$ cat src/rtl/ip_pipe_pkg.sv
// ip_pipe_pkg: shared pipeline definitions for the ID hazard scheduler.
// Holds the result-valid stage codes, the bypass-source encodings, the
// scoreboard entry type and small helpers shared by the scoreboard files.
// Feature macro used by the scoreboard: IP_BYPASS_SCOREBOARD_FORWARD_EN.
package ip_pipe_pkg;

    // Width of a register number as stored in a scoreboard entry.
    localparam int PKG_REG_AW = 5;

    // One-hot stage at which a writer's result becomes valid.
    localparam logic [2:0] STG_NONE = 3'b000;
    localparam logic [2:0] STG_EXE  = 3'b001;
    localparam logic [2:0] STG_MEM  = 3'b010;
    localparam logic [2:0] STG_WB   = 3'b100;

    // Operand source selected for an ID read.
    localparam logic [1:0] SRC_RF  = 2'd0;
    localparam logic [1:0] SRC_EXE = 2'd1;
    localparam logic [1:0] SRC_MEM = 2'd2;
    localparam logic [1:0] SRC_WB  = 2'd3;

    // One in-flight writer: valid, destination register, result-valid stage.
    typedef struct packed {
        logic                  v;
        logic [PKG_REG_AW-1:0] waddr;
        logic [2:0]            wstage;
    } sb_entry_t;

    // An instruction writes the register file only with a real destination
    // and a real result-valid stage.
    function automatic logic is_writer(input logic [PKG_REG_AW-1:0] w_addr,
                                       input logic [2:0]            w_stage);
        return (w_addr != {PKG_REG_AW{1'b0}}) && (w_stage != STG_NONE);
    endfunction

    // Whether a writer sitting at the stage named by 'at_src' already has
    // its result: an EXE writer is ready everywhere, a MEM writer from MEM
    // onwards, and anything in WB is ready.
    function automatic logic stage_ready(input logic [2:0] wstage,
                                         input logic [1:0] at_src);
        logic rdy;
        case (at_src)
            SRC_EXE: rdy = wstage[0];
            SRC_MEM: rdy = wstage[0] | wstage[1];
            SRC_WB:  rdy = 1'b1;
            default: rdy = 1'b0;
        endcase
        return rdy;
    endfunction

endpackage

$ cat src/rtl/ip_src_resolve.sv
// ip_src_resolve: hazard resolution for a single ID source operand.
// Finds the youngest valid writer of the source register among E, M, W and
// reports whether ID must stall and which stage supplies the operand.
// With IP_BYPASS_SCOREBOARD_FORWARD_EN undefined there is no bypass: any
// matching in-flight writer stalls and the select stays on the register file.
module ip_src_resolve
    import ip_pipe_pkg::*;
(
    input  logic [PKG_REG_AW-1:0] r_addr,
    input  sb_entry_t             ent_e,
    input  sb_entry_t             ent_m,
    input  sb_entry_t             ent_w,
    output logic                  stall,
    output logic [1:0]            sel
);

    logic rd_s;
    logic hit_e_s;
    logic hit_m_s;
    logic hit_w_s;
    logic unused_wstage_s;

    // Register 0 is never read, so it never matches a producer.
    assign rd_s    = (r_addr != {PKG_REG_AW{1'b0}});
    assign hit_e_s = rd_s & ent_e.v & (ent_e.waddr == r_addr);
    assign hit_m_s = rd_s & ent_m.v & (ent_m.waddr == r_addr);
    assign hit_w_s = rd_s & ent_w.v & (ent_w.waddr == r_addr);

    // Not every stage-code bit matters in every build.
    assign unused_wstage_s = ^{ent_e.wstage, ent_m.wstage, ent_w.wstage};

    // Priority pick of the youngest matching producer, E before M before W.
    always_comb begin
        stall = 1'b0;
        sel   = SRC_RF;
        if (hit_e_s) begin
`ifdef IP_BYPASS_SCOREBOARD_FORWARD_EN
            if (stage_ready(ent_e.wstage, SRC_EXE)) begin
                sel = SRC_EXE;
            end else begin
                stall = 1'b1;
            end
`else
            stall = 1'b1;
`endif
        end else if (hit_m_s) begin
`ifdef IP_BYPASS_SCOREBOARD_FORWARD_EN
            if (stage_ready(ent_m.wstage, SRC_MEM)) begin
                sel = SRC_MEM;
            end else begin
                stall = 1'b1;
            end
`else
            stall = 1'b1;
`endif
        end else if (hit_w_s) begin
`ifdef IP_BYPASS_SCOREBOARD_FORWARD_EN
            if (stage_ready(ent_w.wstage, SRC_WB)) begin
                sel = SRC_WB;
            end else begin
                stall = 1'b1;
            end
`else
            // No write-through: wait until the producer has retired.
            stall = 1'b1;
`endif
        end else begin
            stall = 1'b0;
            sel   = SRC_RF;
        end
    end

endmodule

$ cat src/rtl/ip_bypass_scoreboard.sv
// ip_bypass_scoreboard: ID-stage hazard scheduler and bypass selector.
// Mirrors the writers held in the EXE, MEM and WB pipeline registers and,
// for the instruction in ID, decides stall and per-operand bypass source.
// Outputs are combinational from the mirrored entries and the ID inputs.
// Feature macro: IP_BYPASS_SCOREBOARD_FORWARD_EN (undefined = no bypass).
module ip_bypass_scoreboard
    import ip_pipe_pkg::*;
#(
    // Must equal PKG_REG_AW, the width stored in each entry.
    parameter int REG_AW = PKG_REG_AW
) (
    input  logic              clk,
    input  logic              reset,
    input  logic              id_valid,
    input  logic [REG_AW-1:0] id_r_addr1,
    input  logic [REG_AW-1:0] id_r_addr2,
    input  logic [REG_AW-1:0] id_w_addr,
    input  logic [2:0]        id_w_stage,
    input  logic              id_fire,
    input  logic              exe_fire,
    input  logic              mem_fire,
    input  logic              wb_fire,
    output logic              id_stall,
    output logic [1:0]        src1_sel,
    output logic [1:0]        src2_sel
);

    sb_entry_t  ent_e_r;
    sb_entry_t  ent_m_r;
    sb_entry_t  ent_w_r;
    sb_entry_t  id_entry_s;

    logic       stall1_s;
    logic       stall2_s;
    logic [1:0] sel1_s;
    logic [1:0] sel2_s;

    // Entry for the ID instruction; a non-writer enters E as invalid.
    always_comb begin
        id_entry_s.v      = is_writer(id_w_addr, id_w_stage);
        id_entry_s.waddr  = id_w_addr;
        id_entry_s.wstage = id_w_stage;
    end

    // E entry follows the ID->EXE register; retiring out of EXE empties it.
    always_ff @(posedge clk) begin
        if (reset) begin
            ent_e_r <= '0;
        end else if (id_fire) begin
            ent_e_r <= id_entry_s;
        end else if (exe_fire) begin
            ent_e_r.v <= 1'b0;
        end else begin
            ent_e_r <= ent_e_r;
        end
    end

    // M entry follows the EXE->MEM register.
    always_ff @(posedge clk) begin
        if (reset) begin
            ent_m_r <= '0;
        end else if (exe_fire) begin
            ent_m_r <= ent_e_r;
        end else if (mem_fire) begin
            ent_m_r.v <= 1'b0;
        end else begin
            ent_m_r <= ent_m_r;
        end
    end

    // W entry follows the MEM->WB register; WB retire empties it.
    always_ff @(posedge clk) begin
        if (reset) begin
            ent_w_r <= '0;
        end else if (mem_fire) begin
            ent_w_r <= ent_m_r;
        end else if (wb_fire) begin
            ent_w_r.v <= 1'b0;
        end else begin
            ent_w_r <= ent_w_r;
        end
    end

    ip_src_resolve u_src1 (
        .r_addr (id_r_addr1),
        .ent_e  (ent_e_r),
        .ent_m  (ent_m_r),
        .ent_w  (ent_w_r),
        .stall  (stall1_s),
        .sel    (sel1_s)
    );

    ip_src_resolve u_src2 (
        .r_addr (id_r_addr2),
        .ent_e  (ent_e_r),
        .ent_m  (ent_m_r),
        .ent_w  (ent_w_r),
        .stall  (stall2_s),
        .sel    (sel2_s)
    );

    // Only a valid ID instruction can stall or steer the bypass muxes.
    always_comb begin
        if (id_valid) begin
            id_stall = stall1_s | stall2_s;
            src1_sel = sel1_s;
            src2_sel = sel2_s;
        end else begin
            id_stall = 1'b0;
            src1_sel = SRC_RF;
            src2_sel = SRC_RF;
        end
    end

endmodule

$ cat config.mk
export PLATFORM = sky130hd
export DESIGN_NAME = ip_bypass_scoreboard
export DESIGN_NICKNAME = d
export VERILOG_FILES = /design/src/rtl/ip_pipe_pkg.sv /design/src/rtl/ip_src_resolve.sv /design/src/rtl/ip_bypass_scoreboard.sv
export SDC_FILE = /design/constraint.sdc
export NUM_CORES = 1
export LEC_CHECK = 0
export BUFFER_PORTS_ARGS = -buffer_cell sky130_fd_sc_hd__buf_2
export CAP_MARGIN = 20
export CORE_MARGIN = 10
export CORE_UTILIZATION = 45
export DETAILED_ROUTE_END_ITERATION = 8
export GPL_ROUTABILITY_DRIVEN = 0
export PLACE_DENSITY = 0.82
export SLEW_MARGIN = 40
export SYNTH_ARGS = -nofsm -noshare
export SYNTH_HDL_FRONTEND = slang
export SYNTH_SLANG_ARGS = --single-unit
$ cat constraint.sdc
create_clock -name clk -period 1.1 [get_ports clk]
set_input_delay 0.055 -clock clk [delete_from_list [all_inputs] [get_ports clk]]
set_output_delay 0.055 -clock clk [all_outputs]
set_load 0.05 [all_outputs]
[Word level (Yosys, flattened, before mapping)]
Cells that the tools add are included.
Storage, ports and cells
  register bits: 27
  latch bits: 0
  RAM bits: 0
  bits in read-only memories: 0
  input bits: 25
  output and inout bits: 5
  logic and storage cells: 49
  memories: 0
Operators by class
  add/sub/neg operators: 0
  multipliers: 0
  div/mod/pow operators: 0
  $lt $le $gt $ge: 0
  eq/ne operators: 6
  shift-type cells: 0
  muxes and demuxes: 13
  bitwise gates (word level): 13
  reductions and logical operators: 8
Operators with widths (number)
  $eq A5 B5 Y1: 6
  $mux W9: 3
  $reduce_bool A5 Y1: 3
  $and A1 B1 Y1: 12
  $mux W1: 10
  $reduce_bool A2 Y1: 3
  $reduce_bool A3 Y1: 1
  $logic_and A1 B1 Y1: 1
  $or A1 B1 Y1: 1

[Depth between registers and ports, before layout]
Gate-level depths: netlist of run 1.
  depth in word-level cells: 8
  depth in mapped cells: 5
  gate-level depth less buffers: 5

[Modules after synthesis]
A second synthesis of run 1 with hierarchy kept.
Second synthesis, totals
  cell total of the unflattened synthesis: 151
  area total of the unflattened synthesis: 1422.6 um^2
Modules (own cells, without submodules)
  ip_bypass_scoreboard: instances 1, cells each 97, area each 999.7 um^2, seq. area each 540.5 um^2
  ip_src_resolve: instances 2, cells each 27, area each 211.5 um^2, seq. area each 0.0 um^2

[Worst setup path before layout of run 1]
Ideal clock, no wire load.
  path kind: reg-to-output
  start point: register ent_m_r[5] in the netlist's numbering
  end point: output port id_stall
  arrival: 1376 ps
  data required time: 1045 ps
  slack: -331 ps
  cell stages (with the launch flop): 6
  buffers on the path: 0
  cells stage by stage: dfxtp_1 xor2_1 nor4_1 nand3_1 a31oi_1 or2_1
Between the ends
  longest elaborated chain between the ends: 6
  elaborated cells on any way between the ends: 10
  those cells by class: 2 x eq/ne; 5 x mux; 3 x bitwise
Ends and longest elaborated chain
  from (decl): RTL line ip_bypass_scoreboard.sv:29  | sb_entry_t ent_m_r;
  from (signal assigned): RTL line ip_bypass_scoreboard.sv:63  | ent_m_r <= ent_e_r;
  from (signal assigned): RTL line ip_bypass_scoreboard.sv:67  | ent_m_r <= ent_m_r;
  $eq A5 B5 Y1: RTL line ip_src_resolve.sv:26  | assign hit_m_s = rd_s & ent_m.v & (ent_m.waddr == r_addr);
  $and A1 B1 Y1: RTL line ip_src_resolve.sv:26
  $mux W1: RTL line ip_src_resolve.sv:46  | end else if (hit_m_s) begin
  $mux W1: RTL line ip_src_resolve.sv:36  | if (hit_e_s) begin
  $or A1 B1 Y1 *: RTL line ip_bypass_scoreboard.sv:105  | id_stall = stall1_s | stall2_s;
  $mux W1 *: RTL line ip_bypass_scoreboard.sv:104  | if (id_valid) begin
  to (decl): RTL line ip_bypass_scoreboard.sv:23  | output logic id_stall,
Mark *: on every way between the ends. The rest lies on a longest branch, timed or not.

[Final worst setup path of run 1]
  start point: register ent_m_r[3] in the netlist's numbering
  end point: output port id_stall
The elaborated chain is that of the path after synthesis.

==> results of run 1 <==
cell usage after synthesis:
cell	number
a21oi_1	2
a22oi_1	1
a31oi_1	2
buf_4	4
clkbuf_1	5
conb_1	1
dfxtp_1	18
mux2i_1	15
nand3_1	6
nor2_1	19
nor3b_1	2
nor4_1	6
o21ai_0	1
o21ai_1	1
o32a_1	1
or2_1	1
or4_1	3
xnor2_1	6
xor2_1	24
what timing repair did:
action / 4_1_cts / 5_1_grt
hold endpoints to repair: 0 / 0
pin swaps: 13 / 2
setup endpoints to repair: 1 / 1
buffers inserted: 1 / 0
gates resized for setup: 6 / 0
cells in the final DEF (no fill, tap or decap), types with 2 or more instances in the layout:
cell and count:
nor4_1 6, clkbuf_4 3, conb_1 4, or4_1 3, xor2_1 24, nand3_1 6
a31oi_1 2, buf_2 24, nor3b_1 2, xnor2_1 6, dfxtp_2 9, a21oi_1 2
buf_4 26, nor2_1 19, dfxtp_1 9, mux2i_1 15
how the worst min path moves through the flow:
stage / to / slack, ps / from
after floorplan: ent_e_r[5] / 200 / id_w_addr[2]
after global placement: ent_e_r[4] / 300 / id_w_addr[1]
after detailed placement: ent_e_r[7] / 320 / id_w_addr[4]
after CTS: ent_e_r[7] / 10 / id_w_addr[4]
after global routing: ent_e_r[7] / 9 / id_w_addr[4]
final: ent_e_r[7] / 10 / id_w_addr[4]
sequential cells by signal (all words and copies together), names as in the netlist:
register  count
ent_e_r       6
ent_m_r       6
ent_w_r       6
cell type report:
class,count,area share (%)
timing repair buffer,51,23.0
tap,28,2.44
sequential,18,25.9
multi-input combinational,94,46.2
clock buffer,4,2.53
cells by family (layout without fill, tap and decap cells):
group	after synthesis	count (layout)	share of synthesized area [%]
and+or+nand+nor	37	37	17.3
xor gates and xnor gates	30	30	24.8
DFF	18	18	34.0
muxes	15	15	14.2
buffers and inverters	9	55	4.61
AOI/OAI and AO/OA	8	8	4.73
other	1	4	0.354
metal layers:
metal | up-vias | wire length [um] | GRT usage [%] | share of wire (%)
met4 | 0 | 0 | 3.52 | 0
met1 | 463 | 1260 | 15.5 | 43
met2 | 28 | 1470 | 22.6 | 50
met3 | 0 | 212 | 3.54 | 7.2
met5 | - | 0 | 0 | 0
li1 | 495 | - | - | -
worst max-delay path, delay by kind of cell (launching register included):
kind                      cells  cell delay, ps
AOI/OAI and AO/OA             1             170
xor gates and xnor gates      1             160
buffers and inverters         1             130
DFF                           1             360
and+or+nand+nor               3             560
power breakdown:
| part | switching [mW] | internal [mW] | total [mW] |
|---|---|---|---|
| registers | 0.0252 | 0.679 | 0.704 |
| clock network | 0.206 | 0.202 | 0.408 |
| logic | 0.173 | 0.163 | 0.337 |
stage by stage:
step	hold WS (ps)	utilization, %
2_1_floorplan	202	-
3_3_place_gp	304	61.7
3_5_place_dp	323	61.7
4_1_cts	13.5	64.3
5_1_grt	9.01	64.3
6_report	13.6	64.3
==> impl_metrics.prom, run 1 <==
# TYPE chip_impl_metric gauge
chip_impl_metric{name="power.total",unit="mW"} 1.45
chip_impl_metric{name="vdd.ir_drop.worst",unit="V"} 0.000759
chip_impl_metric{name="grt_first_pass_wirelength",unit="mm"} 4.77
chip_impl_metric{name="wirelength",unit="mm"} 2.95
chip_impl_info{name="crit_path_top_delay_cell",value="dfxtp_2"} 1
chip_impl_info{name="violations",value="setup timing"} 1
chip_impl_metric{name="critical_path_required",unit="ps"} 1040
chip_impl_metric{name="vias",unit=""} 986
chip_impl_metric{name="initial_drt_markers",unit=""} 23
chip_impl_metric{name="vias_per_cell",unit=""} 5.06
chip_impl_info{name="critical_path.endpoint",value="id_stall"} 1
chip_impl_metric{name="achievable-frequency",unit="GHz"} 0.580
chip_impl_metric{name="power_density",unit="nW/um^2"} 1010
chip_impl_metric{name="yosys_warnings",unit=""} 0
chip_impl_metric{name="fp.dieArea",unit="sq um"} 4690
chip_impl_info{name="critical_path.endpoint_type",value="output port"} 1
chip_impl_metric{name="grt_overflow",unit=""} 0
chip_impl_metric{name="timing.critical_path.fanout_max",unit=""} 3
chip_impl_metric{name="static-leakage-power",unit="nW"} 0.713
chip_impl_metric{name="worst_path_largest_cell_delay",unit="ps"} 360
chip_impl_metric{name="hpwl",unit="mm"} 2.44
chip_impl_metric{name="clock-skew-final",unit="ps"} 4.43
chip_impl_metric{name="worst_skew_pair.late_latency",unit="ps"} 290
chip_impl_metric{name="floorplan.die.width",unit="um"} 68.5
chip_impl_metric{name="vias_in_the_first_global_route",unit=""} 1074
chip_impl_metric{name="final_layout_size_suffix_gt1_share",unit="%"} 38.9
chip_impl_metric{name="cap_violations",unit=""} 0
chip_impl_metric{name="ff2ff_path_depth",unit=""} 4
chip_impl_info{name="critical_path_class",value="register to output port"} 1
chip_impl_metric{name="final.setup.worst_slack",unit="ps"} -623
chip_impl_metric{name="hold_viol_final",unit=""} 0
chip_impl_info{name="timing.rr.start",value="ent_e_r[8]"} 1
chip_impl_metric{name="regArea",unit="sq um"} 372
chip_impl_metric{name="synthDominantCellAreaShare",unit="%"} 34.0
chip_impl_info{name="outcome",value="complete, but fails checks"} 1
chip_impl_info{name="tritoncts",value="done"} 1
chip_impl_info{name="critical_path.cell_chain",value="xor2_1 -> nor4_1 -> nand3_1 -> a31oi_1 -> or2_4 -> buf_8"} 1
chip_impl_metric{name="cts.sinks",unit=""} 18
chip_impl_metric{name="number_of_design_rule_violations_left_after_detail_routing",unit=""} 0
chip_impl_metric{name="clk_path_buf_depth",unit=""} 2
chip_impl_metric{name="fillerInstances",unit=""} 185
chip_impl_info{name="synth_top_cell_by_area",value="dfxtp_1"} 1
chip_impl_metric{name="pre_cts_ws",unit="ps"} -386
chip_impl_metric{name="placedCellCount",unit=""} 190
chip_impl_metric{name="detailedRoute.firstPassIterationCount",unit=""} 5
chip_impl_metric{name="route.detailed.wl_per_inst",unit="um"} 15.1
chip_impl_metric{name="worst_setup_hold_path_clk_slew",unit="ps"} 110
chip_impl_metric{name="placed_cell_area",unit="sq um"} 1380
chip_impl_metric{name="final_instance_area",unit="sq um"} 1440
chip_impl_metric{name="cts_buffers",unit=""} 3
chip_impl_metric{name="grt_start_max_net_pins",unit=""} 19
chip_impl_info{name="timing.critical_path.from_type",value="register"} 1
chip_impl_metric{name="initial_core_util",unit="%"} 47.4
chip_impl_metric{name="final_number_of_max_transition_violations",unit=""} 0
chip_impl_metric{name="setup-tns-final",unit="ps"} -623
chip_impl_metric{name="synth_cell_types",unit=""} 19
chip_impl_info{name="cp_launch_point",value="ent_m_r[3]"} 1
chip_impl_metric{name="globalRouteTotalUtil",unit="%"} 13.1
chip_impl_metric{name="num_rows",unit=""} 17
chip_impl_metric{name="setup-violations-final",unit=""} 1
chip_impl_info{name="grt_setup_unrepaired",value="true"} 1
chip_impl_info{name="largest_cells_by_area_after_synthesis",value="dfxtp_1 (34%), xor2_1 (20%), mux2i_1 (14%)"} 1
chip_impl_metric{name="reg2reg_setup_slack",unit="ps"} 220
chip_impl_metric{name="io-pin-count",unit=""} 30
chip_impl_metric{name="die-height",unit="um"} 68.5
chip_impl_metric{name="postCtsHoldBufs",unit=""} 0
chip_impl_metric{name="period_utilisation_layout",unit="%"} 157
chip_impl_metric{name="initial_antenna_violation_count",unit=""} 0
chip_impl_metric{name="syn_area_per_cell",unit="sq um"} 8.97
chip_impl_metric{name="fin_crit",unit="ps"} 1720
chip_impl_metric{name="instances_no_fill",unit=""} 195
chip_impl_metric{name="netlist_instances",unit=""} 118
chip_impl_metric{name="synth_seq_cells",unit=""} 18
chip_impl_metric{name="worstHoldPathCells",unit=""} 3
chip_impl_metric{name="core-area",unit="sq um"} 2230
chip_impl_metric{name="drtAntennaViolNets",unit=""} 0
chip_impl_metric{name="htree_num_levels",unit=""} 1
chip_impl_metric{name="insertedDiodeCount",unit=""} 0
chip_impl_info{name="timing.rr.end",value="ent_e_r[8]"} 1
chip_impl_metric{name="place.port_buffers",unit=""} 25
chip_impl_metric{name="synth_sequential_area_ratio",unit="%"} 34.0
chip_impl_info{name="clockRootBuffer",value="clkbuf_4"} 1
chip_impl_metric{name="finalNetCount",unit=""} 193
chip_impl_metric{name="layout-area-overhead-vs-synth",unit="%"} 35.7
chip_impl_metric{name="post_synth_instance_area",unit="sq um"} 1060
chip_impl_info{name="worst_hold_path_type",value="input port to register"} 1
chip_impl_metric{name="worst-endpoint-arrival",unit="ps"} 1670
chip_impl_metric{name="multi_input_comb_area",unit="sq um"} 663
Note: power is estimated with default switching activity, not from simulation.
==> run 2: changes to the inputs <==
--- a/config.mk
+++ b/config.mk
@@ -5,13 +5,13 @@
 export SDC_FILE = /design/constraint.sdc
 export NUM_CORES = 1
 export LEC_CHECK = 0
-export BUFFER_PORTS_ARGS = -buffer_cell sky130_fd_sc_hd__buf_2
+export BUFFER_PORTS_ARGS = -buffer_cell sky130_fd_sc_hd__clkbuf_2
 export CAP_MARGIN = 20
 export CORE_MARGIN = 10
-export CORE_UTILIZATION = 45
+export CORE_UTILIZATION = 50
 export DETAILED_ROUTE_END_ITERATION = 8
 export GPL_ROUTABILITY_DRIVEN = 0
-export PLACE_DENSITY = 0.82
+export PLACE_DENSITY = 0.86
 export SLEW_MARGIN = 40
 export SYNTH_ARGS = -nofsm -noshare
 export SYNTH_HDL_FRONTEND = slang
==> constraint.sdc (replaced) <==
create_clock -name clk -period 2 [get_ports clk]
set_input_delay 0.1 -clock clk [delete_from_list [all_inputs] [get_ports clk]]
set_output_delay 0.1 -clock clk [all_outputs]
set_load 0.05 [all_outputs]
==> run 2 against run 1 <==
Effect of this change:
- the flow now finishes without violations
- register-to-register slack better by 990 ps
- clock skew is 2.0 ps higher
- final cell count shrank 14%
- global-route usage about the same
- die area decreased by 7.1%
- critical path depth is the same
- wire length down 7.5%
- worst hold slack gained 38 ps
- non-clock buffer count shrank 26
- via count is 10% lower
- setup slack gained 730 ps
==> impl_metrics.prom, run 2 (synthesized netlist as in run 1, its figures left out) <==
# TYPE chip_impl_metric gauge
chip_impl_info{name="outcome",value="finished clean"} 1
chip_impl_metric{name="cts_repair_resize_count",unit=""} 0
chip_impl_metric{name="cts_buffers",unit=""} 3
chip_impl_metric{name="critical_path_required",unit="ps"} 1900
chip_impl_info{name="mostFrequentLayoutCells",value="xor2_1 (24), clkbuf_2 (24), nor2_1 (19)"} 1
chip_impl_metric{name="period_utilisation_layout",unit="%"} 94.9
chip_impl_metric{name="achievable-frequency",unit="GHz"} 0.527
chip_impl_metric{name="power_density",unit="nW/um^2"} 620
chip_impl_info{name="timing.rr.start",value="ent_e_r[8]"} 1
chip_impl_metric{name="clk_path_buf_depth",unit=""} 2
chip_impl_metric{name="clock-skew-final",unit="ps"} 6.42
chip_impl_metric{name="timing.critical_path.fanout_max",unit=""} 4
chip_impl_metric{name="initial_drt_markers",unit=""} 24
chip_impl_metric{name="vias",unit=""} 887
chip_impl_metric{name="setup-violations-final",unit=""} 0
chip_impl_metric{name="drtAntennaViolNets",unit=""} 0
chip_impl_info{name="crit_path_top_delay_cell",value="dfxtp_1"} 1
chip_impl_metric{name="die-height",unit="um"} 66.0
chip_impl_info{name="cp_launch_point",value="ent_m_r[7]"} 1
chip_impl_metric{name="worst_skew_pair.late_latency",unit="ps"} 290
chip_impl_metric{name="power.share.clock",unit="%"} 29.8
chip_impl_metric{name="worst_setup_hold_path_clk_slew",unit="ps"} 110
chip_impl_metric{name="detailedRoute.firstPassIterationCount",unit=""} 4
chip_impl_metric{name="grt_first_pass_wirelength",unit="mm"} 4.53
chip_impl_metric{name="initial_antenna_violation_count",unit=""} 0
chip_impl_metric{name="io-pin-count",unit=""} 30
chip_impl_info{name="tritoncts",value="done"} 1
chip_impl_metric{name="static-leakage-power",unit="nW"} 0.586
chip_impl_info{name="hold_path_startpoint",value="id_w_addr[3]"} 1
chip_impl_metric{name="final_number_of_max_transition_violations",unit=""} 0
chip_impl_metric{name="globalRouteTotalUtil",unit="%"} 13.0
chip_impl_metric{name="grt_overflow",unit=""} 0
chip_impl_metric{name="finalNetCount",unit=""} 167
chip_impl_metric{name="timing.hold.ws",unit="ps"} 52.1
chip_impl_metric{name="cap_violations",unit=""} 0
chip_impl_info{name="critical_path.endpoint_type",value="output port"} 1
chip_impl_metric{name="comb_power_share",unit="%"} 19.0
chip_impl_metric{name="place.port_buffers",unit=""} 25
chip_impl_info{name="path_delay_family",value="simple AND/OR/NAND/NOR gates"} 1
chip_impl_metric{name="grt_start_max_net_pins",unit=""} 19
chip_impl_metric{name="cellInternalPower",unit="uW"} 543
chip_impl_metric{name="fillerInstances",unit=""} 196
chip_impl_metric{name="wirelength",unit="mm"} 2.73
chip_impl_info{name="clockRootBuffer",value="clkbuf_4"} 1
chip_impl_metric{name="route.detailed.wl_per_inst",unit="um"} 16.2
chip_impl_info{name="reg_top3",value="ent_e_r x6, ent_m_r x6, ent_w_r x6"} 1
chip_impl_metric{name="initial_core_util",unit="%"} 53.4
chip_impl_metric{name="switching_share",unit="%"} 28.8
chip_impl_metric{name="worst-endpoint-arrival",unit="ps"} 1800
chip_impl_metric{name="fp.dieArea",unit="sq um"} 4360
chip_impl_metric{name="core-area",unit="sq um"} 1980
chip_impl_metric{name="setup-tns-final",unit="ps"} 0
chip_impl_metric{name="final_layout_size_suffix_gt1_share",unit="%"} 22.0
chip_impl_info{name="grt_setup_unrepaired",value="false"} 1
chip_impl_metric{name="fin_crit",unit="ps"} 1900
chip_impl_metric{name="floorplan.die.width",unit="um"} 66.0
chip_impl_metric{name="vias_per_cell",unit=""} 5.28
chip_impl_metric{name="worst_path_largest_cell_delay",unit="ps"} 370
chip_impl_metric{name="hold_viol_final",unit=""} 0
chip_impl_info{name="worst_hold_path_type",value="input port to register"} 1
chip_impl_metric{name="hpwl",unit="mm"} 2.22
chip_impl_metric{name="cp.buffers_inverters",unit=""} 1
chip_impl_metric{name="net-switching-power",unit="uW"} 220
chip_impl_metric{name="num_rows",unit=""} 16
chip_impl_metric{name="p_seq_share",unit="%"} 51.1
chip_impl_metric{name="htree_num_levels",unit=""} 1
chip_impl_metric{name="cts.sinks",unit=""} 18
chip_impl_info{name="critical_path_class",value="register to output port"} 1
chip_impl_metric{name="number_of_design_rule_violations_left_after_detail_routing",unit=""} 0
chip_impl_metric{name="vias_in_the_first_global_route",unit=""} 940
chip_impl_metric{name="vdd.ir_drop.worst",unit="V"} 0.000516
chip_impl_info{name="critical_path.cell_chain",value="xor2_1 -> nor4_1 -> nand3_1 -> a31oi_1 -> or2_1 -> clkbuf_4"} 1
chip_impl_metric{name="postCtsHoldBufs",unit=""} 0
chip_impl_metric{name="insertedDiodeCount",unit=""} 0
chip_impl_metric{name="cts_setup_buffers",unit=""} 0
chip_impl_metric{name="layout-area-overhead-vs-synth",unit="%"} 16.3
chip_impl_info{name="timing.critical_path.from_type",value="register"} 1
==> run 2: cell types whose count changed in the layout (fill, tap and decap cells not counted), sizes merged <==
cell / change
buf: -51
clkbuf: +25
==> run 2: through the flow <==
| step | setup WS, ps | util, % | instance area [sq um] | instances | power (mW) |
|---|---|---|---|---|---|
| global placement | 420 | 59.5 | 1180 | 164 | 0.533 |
| global route | 12.6 | 62.1 | 1230 | 168 | 0.804 |
| finish | 102 | 62.1 | 1230 | 168 | 0.763 |
| floorplan | 524 | - | 1070 | 121 | 0.492 |
| detailed placement | 377 | 59.5 | 1180 | 164 | 0.539 |
| CTS | 39.9 | 61.4 | 1220 | 168 | 0.766 |
==> run 2: routing by layer <==
| layer | global-route usage (%) | share of wire [%] | vias up |
|---|---|---|---|
| li1 | - | - | 444 |
| met1 | 14.0 | 38 | 417 |
| met2 | 24.3 | 53 | 26 |
| met3 | 4.41 | 8.8 | 0 |
| met4 | 2.09 | 0 | 0 |
| met5 | 0 | 0 | - |
==> run 2: path summary, 6_finish.rpt <==
check,end,cells past startpoint,slack (ps)
worst max-delay path,id_stall,6,100
worst min-delay path,ent_e_r[6],3,50
worst max register to register,ent_e_r[8],3,1210
worst min register to register,ent_w_r[4],2,570
==> run 2: layout make-up <==
cell class / count / area [sq um] / share of cell area [%]
multi-input combinational: 94 / 673 / 54.7
sequential: 18 / 360 / 29.3
timing repair buffer: 25 / 128 / 10.4
clock buffer: 4 / 36.3 / 2.95
tap: 27 / 33.8 / 2.74
==> run 2: tightest hold or removal path, cell delays in order <==
cell,delay (ps)
clkbuf_2,90
mux2i_1,60
nor2_1,70
==> run 2: power groups by stage <==
stage,clock network (mW),registers [mW],logic (mW)
after floorplan,0,0.393,0.0995
after global placement,0,0.397,0.136
after detailed placement,0,0.399,0.141
after CTS,0.234,0.390,0.141
after global routing,0.251,0.393,0.160
final,0.228,0.390,0.145
==> run 3: changes to the inputs <==
--- a/config.mk
+++ b/config.mk
@@ -5,13 +5,13 @@
 export SDC_FILE = /design/constraint.sdc
 export NUM_CORES = 1
 export LEC_CHECK = 0
-export BUFFER_PORTS_ARGS = -buffer_cell sky130_fd_sc_hd__clkbuf_2
 export CAP_MARGIN = 20
 export CORE_MARGIN = 10
 export CORE_UTILIZATION = 50
 export DETAILED_ROUTE_END_ITERATION = 8
+export DONT_BUFFER_PORTS = 1
 export GPL_ROUTABILITY_DRIVEN = 0
-export PLACE_DENSITY = 0.86
+export PLACE_DENSITY = 0.74
 export SLEW_MARGIN = 40
 export SYNTH_ARGS = -nofsm -noshare
 export SYNTH_HDL_FRONTEND = slang
==> run 3 against run 2 <==
Effect of this change:
- count of clock-buffer cells in the layout stayed put
- final cell count shrank 8.3%
- die area is the same
- wire length down 2.5%
- non-clock buffer count down 14
- critical path type unchanged
- largest cell class unchanged
==> impl_metrics.prom, run 3 (synthesized netlist as in run 1, its figures left out) <==
# TYPE chip_impl_metric gauge
chip_impl_metric{name="floorplan.die.width",unit="um"} 66.0
chip_impl_metric{name="layout-area-overhead-vs-synth",unit="%"} 13.7
chip_impl_metric{name="grt_first_pass_wirelength",unit="mm"} 4.22
chip_impl_metric{name="worst_setup_hold_path_clk_slew",unit="ps"} 100
chip_impl_metric{name="setup-tns-final",unit="ps"} 0
chip_impl_metric{name="cap_violations",unit=""} 0
chip_impl_metric{name="fillerInstances",unit=""} 169
chip_impl_metric{name="vias_per_cell",unit=""} 5.50
chip_impl_metric{name="io-pin-count",unit=""} 30
chip_impl_metric{name="slew-limit-headroom",unit="%"} 56.9
chip_impl_metric{name="globalRouteTotalUtil",unit="%"} 12.3
chip_impl_metric{name="route.detailed.wl_per_inst",unit="um"} 17.3
chip_impl_info{name="worst_hold_path_type",value="input port to register"} 1
chip_impl_metric{name="timing.hold.ws",unit="ps"} 16.7
chip_impl_metric{name="max_slew.worst_pin.slew",unit="ps"} 645
chip_impl_metric{name="worst-endpoint-arrival",unit="ps"} 1790
chip_impl_metric{name="worst_path_largest_cell_delay",unit="ps"} 400
chip_impl_info{name="mostFrequentLayoutCells",value="xor2_1 (24), nor2_1 (19), dfxtp_1 (18)"} 1
chip_impl_metric{name="insertedDiodeCount",unit=""} 0
chip_impl_metric{name="hold_viol_final",unit=""} 0
chip_impl_metric{name="clk_path_buf_depth",unit=""} 2
chip_impl_metric{name="cts_buffers",unit=""} 3
chip_impl_metric{name="vias_in_the_first_global_route",unit=""} 837
chip_impl_metric{name="vias",unit=""} 847
chip_impl_metric{name="place.port_buffers",unit=""} 0
chip_impl_metric{name="setup-violations-final",unit=""} 0
chip_impl_metric{name="initial_antenna_violation_count",unit=""} 0
chip_impl_metric{name="cts.sinks",unit=""} 18
chip_impl_info{name="critical_path_class",value="register to output port"} 1
chip_impl_metric{name="initial_core_util",unit="%"} 53.4
chip_impl_metric{name="htree_num_levels",unit=""} 1
chip_impl_info{name="tritoncts",value="done"} 1
chip_impl_metric{name="clock-skew-final",unit="ps"} 3.84
chip_impl_metric{name="regArea",unit="sq um"} 360
chip_impl_metric{name="num_rows",unit=""} 16
chip_impl_metric{name="fp.dieArea",unit="sq um"} 4360
chip_impl_info{name="critical_path.endpoint_type",value="output port"} 1
chip_impl_metric{name="core-area",unit="sq um"} 1980
chip_impl_metric{name="wirelength",unit="mm"} 2.66
chip_impl_metric{name="hpwl",unit="mm"} 1.99
chip_impl_metric{name="period_utilisation_layout",unit="%"} 94.6
chip_impl_metric{name="grt_start_max_net_pins",unit=""} 19
chip_impl_info{name="reg_top3",value="ent_e_r x6, ent_m_r x6, ent_w_r x6"} 1
chip_impl_metric{name="static-leakage-power",unit="nW"} 0.528
chip_impl_metric{name="final_instance_area",unit="sq um"} 1200
chip_impl_info{name="clockRootBuffer",value="clkbuf_4"} 1
chip_impl_info{name="crit_path_top_delay_cell",value="nor4_1"} 1
chip_impl_metric{name="initial_drt_markers",unit=""} 38
chip_impl_info{name="timing.critical_path.from_type",value="register"} 1
chip_impl_metric{name="detailedRoute.firstPassIterationCount",unit=""} 4
chip_impl_metric{name="drtAntennaViolNets",unit=""} 0
chip_impl_metric{name="placed_cell_area",unit="sq um"} 1050
chip_impl_metric{name="power.total",unit="uW"} 737
chip_impl_metric{name="finalNetCount",unit=""} 153
chip_impl_metric{name="number_of_design_rule_violations_left_after_detail_routing",unit=""} 0
chip_impl_metric{name="multi_input_comb_area",unit="sq um"} 663
chip_impl_metric{name="power_density",unit="nW/um^2"} 612
chip_impl_metric{name="achievable-frequency",unit="GHz"} 0.528
chip_impl_info{name="most_common_cell_after_layout_fill_and_taps_aside",value="xor2_1"} 1
chip_impl_info{name="outcome",value="finished clean"} 1
chip_impl_info{name="grt_setup_unrepaired",value="false"} 1
chip_impl_metric{name="fin_crit",unit="ps"} 1890
chip_impl_metric{name="final_layout_size_suffix_gt1_share",unit="%"} 3.94
chip_impl_metric{name="grt_overflow",unit=""} 0
chip_impl_info{name="critical_path.cell_chain",value="xor2_1 -> nor4_1 -> nand3_1 -> a31oi_1 -> or2_4"} 1
chip_impl_metric{name="vdd.ir_drop.worst",unit="V"} 0.000323
chip_impl_metric{name="utilization",unit="%"} 60.7
chip_impl_metric{name="critical_path_required",unit="ps"} 1900
chip_impl_metric{name="timing.critical_path.fanout_max",unit=""} 4
chip_impl_metric{name="worst_skew_pair.late_latency",unit="ps"} 290
chip_impl_metric{name="final_number_of_max_transition_violations",unit=""} 0
chip_impl_metric{name="die-height",unit="um"} 66.0
[run 3: layout make-up]
class | count | share of cell area, %
Sequential cell | 18 | 29.9
Clock buffer | 4 | 3.01
Multi-Input combinational cell | 94 | 55.1
Timing Repair Buffer | 11 | 9.15
Tap cell | 27 | 2.81
[run 3: worst max-delay path: cells and delay by family (launching register included)]
family                    cells  cell delay, ps
AOI/OAI and AO/OA             1             180
and+or+nand+nor               3             760
xor gates and xnor gates      1             180
DFF                           1             370
[run 3: stage by stage]
stage / worst slack [ps] / instances
after global routing: 46.8 / 154
after floorplan: 524 / 121
after detailed placement: 348 / 139
after global placement: 366 / 139
after CTS: 119 / 154
final: 107 / 154
[run 3: metal layers]
layer  global-route usage [%]  wire length (um)  vias to the layer above
met5                        0                 0                        -
met4                     4.71                33                        0
met3                     3.73               200                        4
met2                     21.9              1380                       25
met1                     13.3              1040                      405
li1                         -                 -                      413
[run 3: final timing paths]
path	from	end	slack, ps	cells after the start
setup / recovery	ent_e_r[7]	id_stall	110	5
hold reg to reg	ent_w_r[3]	ent_w_r[3]	570	2
setup reg to reg	ent_w_r[8]	ent_w_r[8]	680	4
hold / removal	exe_fire	ent_e_r[8]	20	3
[run 3: report_power, final]
group / internal, mW / total (mW) / switching [mW] / leakage (nW)
combinational: 0.0590 / 0.122 / 0.0626 / 0.360
sequential: 0.372 / 0.389 / 0.0175 / 0.147
clock: 0.111 / 0.226 / 0.115 / 0.0210
total: 0.542 / 0.737 / 0.195 / 0.528
[run 3: what timing repair did]
action	CTS	global route
endpoints found under the hold margin	18	0
hold buffers	11	0
setup endpoints to repair	1	0
gates resized for setup	1	0
setup buffers	0	0
